--- config.mk ---
export PLATFORM = sky130hd
export DESIGN_NAME = lsu_axi_master
export DESIGN_NICKNAME = d
export VERILOG_FILES = /design/src/rtl/lsu_pkg.sv /design/src/rtl/lsu_lane_align.sv /design/src/rtl/lsu_axi_master.sv
export SDC_FILE = /design/constraint.sdc
export NUM_CORES = 1
export LEC_CHECK = 0
export BUFFER_PORTS_ARGS = -buffer_cell sky130_fd_sc_hd__buf_2
export CAP_MARGIN = 20
export CORE_ASPECT_RATIO = 0.8
export CORE_MARGIN = 2
export CORE_UTILIZATION = 23
export CTS_BUF_LIST = sky130_fd_sc_hd__clkbuf_4
export DETAILED_ROUTE_END_ITERATION = 16
export HOLD_SLACK_MARGIN = 0.02
export PLACE_DENSITY = 0.42
export SLEW_MARGIN = 10
export SYNTH_ARGS = -nofsm -noshare
export SYNTH_HDL_FRONTEND = slang
export SYNTH_HIERARCHICAL = 1
export SYNTH_SLANG_ARGS = --single-unit
--- constraint.sdc ---
create_clock -name clk -period 4.7 [get_ports clk]
set_input_delay 0.235 -clock clk [delete_from_list [all_inputs] [get_ports clk]]
set_output_delay 0.235 -clock clk [all_outputs]
set_load 0.03 [all_outputs]
--- src/rtl/lsu_pkg.sv ---
// Shared definitions for the LSU AXI-lite initiator: access types, FSM states
// and the single-bit response encoding used on rresp/bresp.
package lsu_pkg;

  localparam logic [2:0] MT_B  = 3'd0;
  localparam logic [2:0] MT_H  = 3'd1;
  localparam logic [2:0] MT_W  = 3'd2;
  localparam logic [2:0] MT_BU = 3'd3;
  localparam logic [2:0] MT_HU = 3'd4;

  localparam logic RESP_OKAY = 1'b0;
  localparam logic RESP_ERR  = 1'b1;

  typedef enum logic [2:0] {
    S_IDLE,
    S_RD_ADDR,
    S_RD_DATA,
    S_WR_AW_W,
    S_WR_RESP,
    S_RESP
  } state_t;

  // Access width code: 0 = byte, 1 = half, 2 = word (illegal codes map to word)
  function automatic logic [1:0] access_size(input logic [2:0] mtype);
    case (mtype)
      MT_B, MT_BU: access_size = 2'd0;
      MT_H, MT_HU: access_size = 2'd1;
      default:     access_size = 2'd2;
    endcase
  endfunction

endpackage

--- src/rtl/lsu_lane_align.sv ---
// Byte-lane steering for a 32-bit bus: store data/strobe placement, load
// extraction with sign/zero extension, and alignment/type legality.
module lsu_lane_align
  import lsu_pkg::*;
(
  input  logic        wen,
  input  logic [1:0]  offset,
  input  logic [2:0]  mtype,
  input  logic [31:0] store_data,
  input  logic [31:0] load_word,
  output logic [31:0] wdata,
  output logic [3:0]  wstrb,
  output logic [31:0] load_data,
  output logic        illegal
);

  logic [1:0]  size;
  logic [31:0] shifted;

  always_comb begin
    size    = access_size(mtype);
    wdata   = store_data << {offset, 3'b000};
    shifted = load_word >> {offset, 3'b000};

    case (size)
      2'd0:    wstrb = 4'b0001 << offset;
      2'd1:    wstrb = 4'b0011 << offset;
      default: wstrb = 4'b1111 << offset;
    endcase

    case (mtype)
      MT_B:    load_data = {{24{shifted[7]}}, shifted[7:0]};
      MT_BU:   load_data = {24'd0, shifted[7:0]};
      MT_H:    load_data = {{16{shifted[15]}}, shifted[15:0]};
      MT_HU:   load_data = {16'd0, shifted[15:0]};
      default: load_data = load_word;
    endcase

    // Store types stop at sw; load types stop at lhu
    illegal = wen ? (mtype > MT_W) : (mtype > MT_HU);
    if (size == 2'd1 && offset[0]) illegal = 1'b1;
    if (size == 2'd2 && offset != 2'd0) illegal = 1'b1;
  end

endmodule

--- src/rtl/lsu_axi_master.sv ---
// Single-outstanding AXI-lite initiator for the LSU: one request in, one bus
// transaction (or an immediate error for illegal requests), one response out.
module lsu_axi_master
  import lsu_pkg::*;
#(
  parameter int ADDR_W = 32,
  parameter int DATA_W = 32
) (
  input  logic              clk,
  input  logic              rst,
  input  logic              req_valid,
  output logic              req_ready,
  input  logic              req_wen,
  input  logic [ADDR_W-1:0] req_addr,
  input  logic [DATA_W-1:0] req_wdata,
  input  logic [2:0]        req_mtype,
  output logic              resp_valid,
  input  logic              resp_ready,
  output logic [DATA_W-1:0] resp_rdata,
  output logic              resp_err,
  output logic [ADDR_W-1:0] araddr,
  output logic              arvalid,
  input  logic              arready,
  input  logic [DATA_W-1:0] rdata,
  input  logic              rresp,
  input  logic              rvalid,
  output logic              rready,
  output logic [ADDR_W-1:0] awaddr,
  output logic              awvalid,
  input  logic              awready,
  output logic [DATA_W-1:0] wdata,
  output logic [3:0]        wstrb,
  output logic              wvalid,
  input  logic              wready,
  input  logic              bresp,
  input  logic              bvalid,
  output logic              bready
);

  state_t            state;
  logic [ADDR_W-1:0] addr_q;
  logic [2:0]        mtype_q;
  logic              idle;
  logic [1:0]        al_offset;
  logic [2:0]        al_mtype;
  logic [31:0]       al_wdata;
  logic [3:0]        al_wstrb;
  logic [31:0]       al_load;
  logic              al_illegal;
  logic              aw_done;
  logic              w_done;

  // The aligner sees the live request while idle and the latched one afterwards
  assign idle      = (state == S_IDLE);
  assign req_ready = idle;
  assign al_offset = idle ? req_addr[1:0] : addr_q[1:0];
  assign al_mtype  = idle ? req_mtype : mtype_q;
  assign araddr    = addr_q;
  assign awaddr    = addr_q;
  assign aw_done   = !awvalid || awready;
  assign w_done    = !wvalid || wready;

  lsu_lane_align u_align (
    .wen        (req_wen),
    .offset     (al_offset),
    .mtype      (al_mtype),
    .store_data (req_wdata),
    .load_word  (rdata),
    .wdata      (al_wdata),
    .wstrb      (al_wstrb),
    .load_data  (al_load),
    .illegal    (al_illegal)
  );

  always_ff @(posedge clk) begin
    if (rst) begin
      state      <= S_IDLE;
      addr_q     <= '0;
      mtype_q    <= '0;
      arvalid    <= 1'b0;
      rready     <= 1'b0;
      awvalid    <= 1'b0;
      wvalid     <= 1'b0;
      wdata      <= '0;
      wstrb      <= '0;
      bready     <= 1'b0;
      resp_valid <= 1'b0;
      resp_rdata <= '0;
      resp_err   <= 1'b0;
    end else begin
      unique case (state)
        S_IDLE: begin
          if (req_valid) begin
            addr_q     <= req_addr;
            mtype_q    <= req_mtype;
            resp_rdata <= '0;
            resp_err   <= RESP_OKAY;
            if (al_illegal) begin
              resp_err   <= RESP_ERR;
              resp_valid <= 1'b1;
              state      <= S_RESP;
            end else if (req_wen) begin
              awvalid <= 1'b1;
              wvalid  <= 1'b1;
              wdata   <= al_wdata;
              wstrb   <= al_wstrb;
              state   <= S_WR_AW_W;
            end else begin
              arvalid <= 1'b1;
              state   <= S_RD_ADDR;
            end
          end
        end
        S_RD_ADDR: begin
          if (arready) begin
            arvalid <= 1'b0;
            rready  <= 1'b1;
            state   <= S_RD_DATA;
          end
        end
        S_RD_DATA: begin
          if (rvalid) begin
            rready     <= 1'b0;
            resp_rdata <= al_load;
            resp_err   <= rresp;
            resp_valid <= 1'b1;
            state      <= S_RESP;
          end
        end
        // AW and W retire independently; move on once neither is still pending
        S_WR_AW_W: begin
          if (awready) awvalid <= 1'b0;
          if (wready) wvalid <= 1'b0;
          if (aw_done && w_done) begin
            bready <= 1'b1;
            state  <= S_WR_RESP;
          end
        end
        S_WR_RESP: begin
          if (bvalid) begin
            bready     <= 1'b0;
            resp_err   <= bresp;
            resp_valid <= 1'b1;
            state      <= S_RESP;
          end
        end
        S_RESP: begin
          if (resp_ready) begin
            resp_valid <= 1'b0;
            state      <= S_IDLE;
          end
        end
        default: state <= S_IDLE;
      endcase
    end
  end

endmodule

==> results of run 1 <==
[tightest hold or removal path: stages]
cell	delay [ns]
buf_2	0.13
nand2_1	0.05
o21ai_0	0.06
nand2_1	0.06
a21oi_1	0.05
[cell type report]
class	instances	share of cell area [%]
diodes	5	0.154
flip-flops and latches	113	27.8
clock buffers	19	1.75
well taps	357	5.49
repair buffers	309	22.4
multi-input cells	597	39.7
clock inverters	13	2.00
inverters	15	0.692
[power by group through the flow]
stage / clock network (mW) / logic (mW) / registers (mW)
3_5_place_dp: 0 / 2.75 / 1.26
5_1_grt: 0.897 / 3.05 / 1.26
2_1_floorplan: 0 / 1.97 / 1.48
4_1_cts: 0.857 / 2.79 / 1.24
6_report: 0.812 / 2.77 / 1.23
3_3_place_gp: 0 / 2.76 / 1.26
[cell usage after synthesis (2+ instances only)]
library cell,count
and2_1,10
o211ai_1,6
nand3_1,33
a311oi_1,4
mux2i_1,27
a21oi_1,130
o21a_1,16
buf_6,4
o22ai_1,4
nand2_1,200
a221o_1,3
mux2_2,6
dfxtp_1,113
buf_2,23
nor2b_1,13
buf_4,37
a211oi_1,18
inv_1,15
o2bb2ai_1,7
nor2_1,50
nor4b_4,2
clkbuf_1,32
a31oi_1,13
nand2_2,2
nor3_1,11
o221ai_1,2
nand2b_1,3
o21ai_0,15
[worst max path at each step]
stage	end	cells after the start
after floorplan	wdata[23]	14
after global placement	wstrb[1]	9
after detailed placement	wdata[3]	9
after CTS	wdata[3]	9
after global routing	wstrb[1]	9
final	wdata[3]	9
[cell families after synthesis]
kind of cell / share of synthesized area (%)
simple gates: 23.8
mux: 5.78
compound gates: 23.3
flops: 37.0
buf+inv: 10.1
[state kept, by name (all words and copies together), names as in the netlist]
signal and flops:
resp_err 1, wstrb 4, araddr 32, state 3, resp_valid 1, wvalid 1, mtype_q 3, arvalid 1
awvalid 1, rready 1, resp_rdata 32, bready 1, wdata 32
[per-stage QoR]
| step | util [%] | std cells |
|---|---|---|
| final | 31.1 | 1428 |
| after global routing | 31.0 | 1426 |
| after CTS | 31.0 | 1423 |
| after detailed placement | 27.9 | 1341 |
| after global placement | 27.9 | 1341 |
| after floorplan | - | 822 |
[what timing repair did]
action,4_1_cts,5_1_grt
endpoints found under the setup margin,0,0
hold buffers,50,0
setup buffers,0,0
hold endpoints to repair,51,0
[metal layers]
layer	track usage (%)	vias to the layer above	share of wire, %
met5	0	-	0.12
met4	3.11	4	0.71
met3	5.84	11	7.4
met2	23.7	184	44
met1	21.9	2981	48
li1	-	3262	-
==> impl_metrics.env, run 1 <==
export IMPL_seq_area_um2=2260
export IMPL_power_density_nw_per_um2=592
export IMPL_firstDrtPassIters=5
export IMPL_io_buffer_count=250
export IMPL_cts_num_sinks=113
export IMPL_crit_chain="nor3_2 -> mux2_2 -> o21ai_0 -> a21oi_1 -> o22a_1 -> nor2b_1 -> nand2_2 -> nand2_1 -> a21oi_1"
export IMPL_cts_resized=0
export IMPL_p_total_mw=4.81
export IMPL_grt_max_degree=70
export IMPL_synth_distinct_cells=51
export IMPL_post_route_cell_area_um2=8140
export IMPL_synth_top_area_cell="dfxtp_1"
export IMPL_cp_num_buf_inv=0
export IMPL_clk_path_buf_depth=2
export IMPL_startpoint_type="flop"
export IMPL_grt_pass1_wl_mm=33.8
export IMPL_worst_hold_path_num_cells=5
export IMPL_p_seq_share_pct=25.6
export IMPL_reg2reg_depth=9
export IMPL_grtUsageTotal_pct=15.9
export IMPL_n_fill_cell=2911
export IMPL_setup_viol=0
export IMPL_die_area_um2=27900
export IMPL_async_reset_ff_share_pct=0
export IMPL_ff2ff_setup_slack_ns=1.13
export IMPL_grt_ovfl_total=0
export IMPL_dieWidth_um=186
export IMPL_slew_headroom_pct=47.2
export IMPL_coreArea_um2=26200
export IMPL_fmax_ghz=0.280
export IMPL_rows=53
export IMPL_cp_slowest_stage_delay_ns=0.67
export IMPL_vias_per_cell=4.51
export IMPL_hold_worst_slack_ns=0.0885
export IMPL_final_setup_tns_ns=0
export IMPL_synthCells=822
export IMPL_ys_warn_count=6
export IMPL_status="finished, final reports clean"
export IMPL_switching_power_mw=2.41
export IMPL_synth_nets=933
export IMPL_drv_cap=0
export IMPL_pin_count=251
export IMPL_rsz0062_at_grt="no"
export IMPL_cp_top_family="simple AND/OR/NAND/NOR gates"
export IMPL_p_comb_share_pct=57.5
export IMPL_drive_gt1_share_pct=29.1
export IMPL_tightestPinTransition_ns=0.791
export IMPL_cts_buffers=17
export IMPL_dp_hpwl_mm=15.6
export IMPL_required_ns=5.12
export IMPL_initial_core_util_pct=23.3
export IMPL_r2r_start="state[0]"
export IMPL_yosysSeqAreaShare_pct=37.0
export IMPL_fin_skew_ns=0.0225
export IMPL_multi_input_area_um2=3230
export IMPL_worst_r2r_endpoint="wdata[3]"
export IMPL_routed_wirelength_mm=22.3
export IMPL_crit_path_frequent_cell="a21oi_1"
export IMPL_grt_pass1_vias=6061
export IMPL_clk_latency_ns=0.56
export IMPL_vias=6442
export IMPL_syn_avg_cell_area_um2=7.43
export IMPL_yosys_most_used_dff="dfxtp_1"
export IMPL_yosysTopAreaCellShare_pct=37.0
export IMPL_worstPathArrival_ns=3.99
export IMPL_clockPowerShare_pct=16.9
export IMPL_period_minus_slack_ns=3.57
export IMPL_finalHoldViolations=0
export IMPL_fin_nets=1164
export IMPL_htree_levels=4
export IMPL_slowest_stage="mux2_2"
export IMPL_crit_path_start="state[0]"
export IMPL_synth_seq_cells=113
export IMPL_antenna_left=0
export IMPL_swShare_pct=50.1
export IMPL_cts_root_buf="clkbuf_4"
export IMPL_drc=0
export IMPL_synth_edf_count=0
export IMPL_hp_start="req_wdata[14]"
export IMPL_hold_class="in2reg"
export IMPL_mostFrequentLayoutCells="buf_2 (249), nand2_1 (200), a21oi_1 (129), dfxtp_1 (113)"
export IMPL_drt_iter0_drc=347
export IMPL_place_congestion=0.832
export IMPL_ir_drop_v=0.000257
export IMPL_slew_violations=0
export IMPL_synth_area_top_cells="dfxtp_1 (37%), nand2_1 (12%), a21oi_1 (11%), buf_4 (4.5%), mux2i_1 (4.4%)"
export IMPL_critPathKind="reg2reg"
export IMPL_p_leak_nw=3.49
export IMPL_p_int_mw=2.40
export IMPL_placed_area_um2=7320
export IMPL_finalCritPeriodShare_pct=75.9
export IMPL_cp_end_kind="flop"
export IMPL_cp_max_fo=36
export IMPL_clk_pin_slew_ns=0.11
export IMPL_hold_end="wdata[22]"
export IMPL_setup_ws_ns=1.13
export IMPL_antenna_found_initial=7
export IMPL_syn_area_um2=6110
export IMPL_post_place_ws_ns=1.10
export IMPL_syn_to_final_growth_pct=33.2
export IMPL_cts_tree="done"
export IMPL_die_y_um=150
export IMPL_wl_per_cell_um=15.6
export IMPL_final_common_cell="buf_2"
Note: power is estimated with default switching activity, not from simulation.
==> inputs of run 2 (changes only) <==
- ABC_AREA: default -> 1
- PLACE_DENSITY: 0.42 -> 0.44
- clock period: 4.7 -> 3.04 ns (I/O delays scaled with it)
==> impl_metrics.env, run 2 <==
export IMPL_grt_ovfl_total=0
export IMPL_yosys_most_used_dff="dfxtp_1"
export IMPL_cp_end_kind="flop"
export IMPL_die_area_um2=27700
export IMPL_drc=0
export IMPL_grtUsageTotal_pct=16.5
export IMPL_p_seq_share_pct=24.5
export IMPL_wl_per_cell_um=14.7
export IMPL_synth_most_common_cell="nor2_1"
export IMPL_drv_cap=0
export IMPL_r2r_start="state[1]"
export IMPL_antenna_left=0
export IMPL_dieWidth_um=185
export IMPL_synth_edf_count=0
export IMPL_drive_gt1_share_pct=27.7
export IMPL_yosysTopAreaCellShare_pct=37.3
export IMPL_ir_drop_v=0.000453
export IMPL_clockPowerShare_pct=13.2
export IMPL_die_y_um=149
export IMPL_firstDrtPassIters=6
export IMPL_reg2reg_depth=15
export IMPL_crit_path_start="state[1]"
export IMPL_synthCells=920
export IMPL_drt_iter0_drc=396
export IMPL_finalCritPeriodShare_pct=90.1
export IMPL_worst_r2r_endpoint="resp_err"
export IMPL_switching_power_mw=4.65
export IMPL_cts_buffers=17
export IMPL_fmax_ghz=0.365
export IMPL_synth_top_area_cell="dfxtp_1"
export IMPL_power_density_nw_per_um2=1000
export IMPL_cts_num_sinks=113
export IMPL_swShare_pct=53.8
export IMPL_critPathKind="reg2reg"
export IMPL_final_common_cell="buf_2"
export IMPL_syn_to_final_growth_pct=42.2
export IMPL_finalHoldViolations=0
export IMPL_cts_tree="done"
export IMPL_fin_skew_ns=0.0166
export IMPL_use_met3_pct=4.57
export IMPL_fin_nets=1320
export IMPL_setup_viol=0
export IMPL_p_int_mw=3.99
export IMPL_synth_nets=1031
export IMPL_ys_warn_count=6
export IMPL_grt_busiest_layer="met2"
export IMPL_final_setup_tns_ns=0
export IMPL_dp_hpwl_mm=16.4
export IMPL_startpoint_type="flop"
export IMPL_routed_wirelength_mm=23.2
export IMPL_synth_seq_cells=113
export IMPL_grtUsageMet2_pct=25.3
export IMPL_synth_area_top_cells="dfxtp_1 (37%), nor2_1 (11%), nand2_1 (11%), o21ai_0 (8.9%), nand3_1 (6.1%)"
export IMPL_vias_per_cell=4.30
export IMPL_synth_distinct_cells=30
export IMPL_pin_count=251
export IMPL_vias=6794
export IMPL_grt_pass1_vias=6456
export IMPL_grt_pass1_wl_mm=35.5
export IMPL_antenna_found_initial=2
export IMPL_clk_path_buf_depth=2
export IMPL_status="finished, final reports clean"
export IMPL_clk_pin_slew_ns=0.11
export IMPL_post_route_cell_area_um2=8610
export IMPL_cp_max_fo=10
export IMPL_clk_latency_ns=0.52
export IMPL_mostFrequentLayoutCells="buf_2 (250), nor2_1 (182), nand2_1 (171), dfxtp_1 (113), o21ai_0 (105)"
export IMPL_tightestPinTransition_ns=0.789
export IMPL_io_buffer_count=250
export IMPL_p_leak_nw=4.48
export IMPL_slew_headroom_pct=47.3
export IMPL_grt_max_degree=52
export IMPL_rows=53
export IMPL_p_comb_share_pct=62.3
export IMPL_slew_violations=0
export IMPL_syn_avg_cell_area_um2=6.59
export IMPL_place_congestion=0.831
export IMPL_cts_root_buf="clkbuf_4"
export IMPL_period_minus_slack_ns=2.74
export IMPL_required_ns=3.45
export IMPL_worstPathArrival_ns=3.15
export IMPL_placed_area_um2=7420
export IMPL_ff2ff_setup_slack_ns=0.30
export IMPL_syn_area_um2=6060
export IMPL_coreArea_um2=26100
export IMPL_async_reset_ff_share_pct=0
export IMPL_cts_setup_buffers=0
export IMPL_crit_path_end="resp_err"
export IMPL_htree_levels=4
export IMPL_synth_common_cells="nor2_1 (184), nand2_1 (171), dfxtp_1 (113)"
export IMPL_yosysSeqAreaShare_pct=37.3
export IMPL_hold_class="in2reg"
export IMPL_initial_core_util_pct=23.3
export IMPL_grtUsageMet1_pct=23.4
-- run 2: cell count changes in the layout (fill, tap and decap cells not counted), moves of 27 or more --
cell           previous run  this run
inv_1                    15        66
a21oi_1                 129        41
nand2_1                 200       171
o21ai_0                  15       105
mux2i_1                  27         0
nor2_1                   50       182
nand3_1                  33        74
dlygate4sd3_1            50        88
-- run 2: kinds of logic (layout without fill, tap and decap cells) --
kind of cell	Yosys count	after routing	synth area share, %
simple gates	457	457	32.5
other cells	0	2	0
buf+inv	162	464	13.5
compound gates	188	188	16.7
flops	113	113	37.3
-- run 2: power by group through the flow --
stage / Sequential (mW) / Clock (mW) / Combinational [mW]
finish: 2.12 / 1.14 / 5.38
global placement: 2.16 / 0 / 5.27
floorplan: 2.83 / 0 / 3.17
global route: 2.17 / 1.26 / 5.95
detailed placement: 2.15 / 0 / 5.24
CTS: 2.12 / 1.20 / 5.37
-- run 2: per-layer routing --
layer	part of all wire [%]	wire length, um
met5	0	0
met3	5.8	1340
met4	0.59	136
met1	49	11300
met2	45	10400
-- run 2: layout make-up --
cell class | instances | area [um^2]
Inverter | 71 | 269
Clock inverter | 14 | 141
Sequential cell | 113 | 2260
Timing Repair Buffer | 361 | 2340
Tap cell | 357 | 447
Clock buffer | 18 | 135
Fill cell | 2918 | 17400
Multi-Input combinational cell | 645 | 3010
Antenna cell | 2 | 5.00
-- run 2: critical path, cell delays in order, from the launching register on --
cell and delay, ns:
dfxtp_1 0.34, inv_1 0.07, nand2_1 0.16, nor2_4 0.06, buf_6 0.14, o21ai_0 0.33, inv_1 0.12, nand3_1 0.12
nand2_1 0.08, nand2_1 0.08, nand3_1 0.12, nand3_1 0.15, nand3_1 0.08, dlygate4sd3_1 0.55, o21ai_0 0.19, nor2_1 0.06
-- run 2: worst min path at each step --
stage	to	cells after the start	slack (ns)	from
final	resp_rdata[17]	5	0.08	rdata[17]
after detailed placement	araddr[11]	3	0.38	req_addr[11]
after floorplan	araddr[10]	2	0.29	req_addr[10]
after global routing	resp_rdata[6]	7	0.02	rdata[6]
after global placement	araddr[22]	3	0.38	req_addr[22]
after CTS	resp_rdata[17]	5	0.02	rdata[17]
-- run 2: timing repair --
item / in CTS / in global routing
endpoints found under the hold margin: 79 / 0
gates resized for setup: 0 / 10
endpoints found under the setup margin: 0 / 39
hold buffers: 88 / 0
-- run 2: through the flow --
stage	power (mW)	setup WS (ns)	cells	util [%]	hold slack [ns]
2_1_floorplan	6.01	0.0404	920	-	0.287
3_3_place_gp	7.43	0.296	1459	28.5	0.376
3_5_place_dp	7.39	0.154	1459	28.5	0.379
4_1_cts	8.69	0.125	1579	32.9	0.0203
5_1_grt	9.39	-0.00386	1581	33.1	0.0235
6_report	8.64	0.300	1581	33.1	0.0823
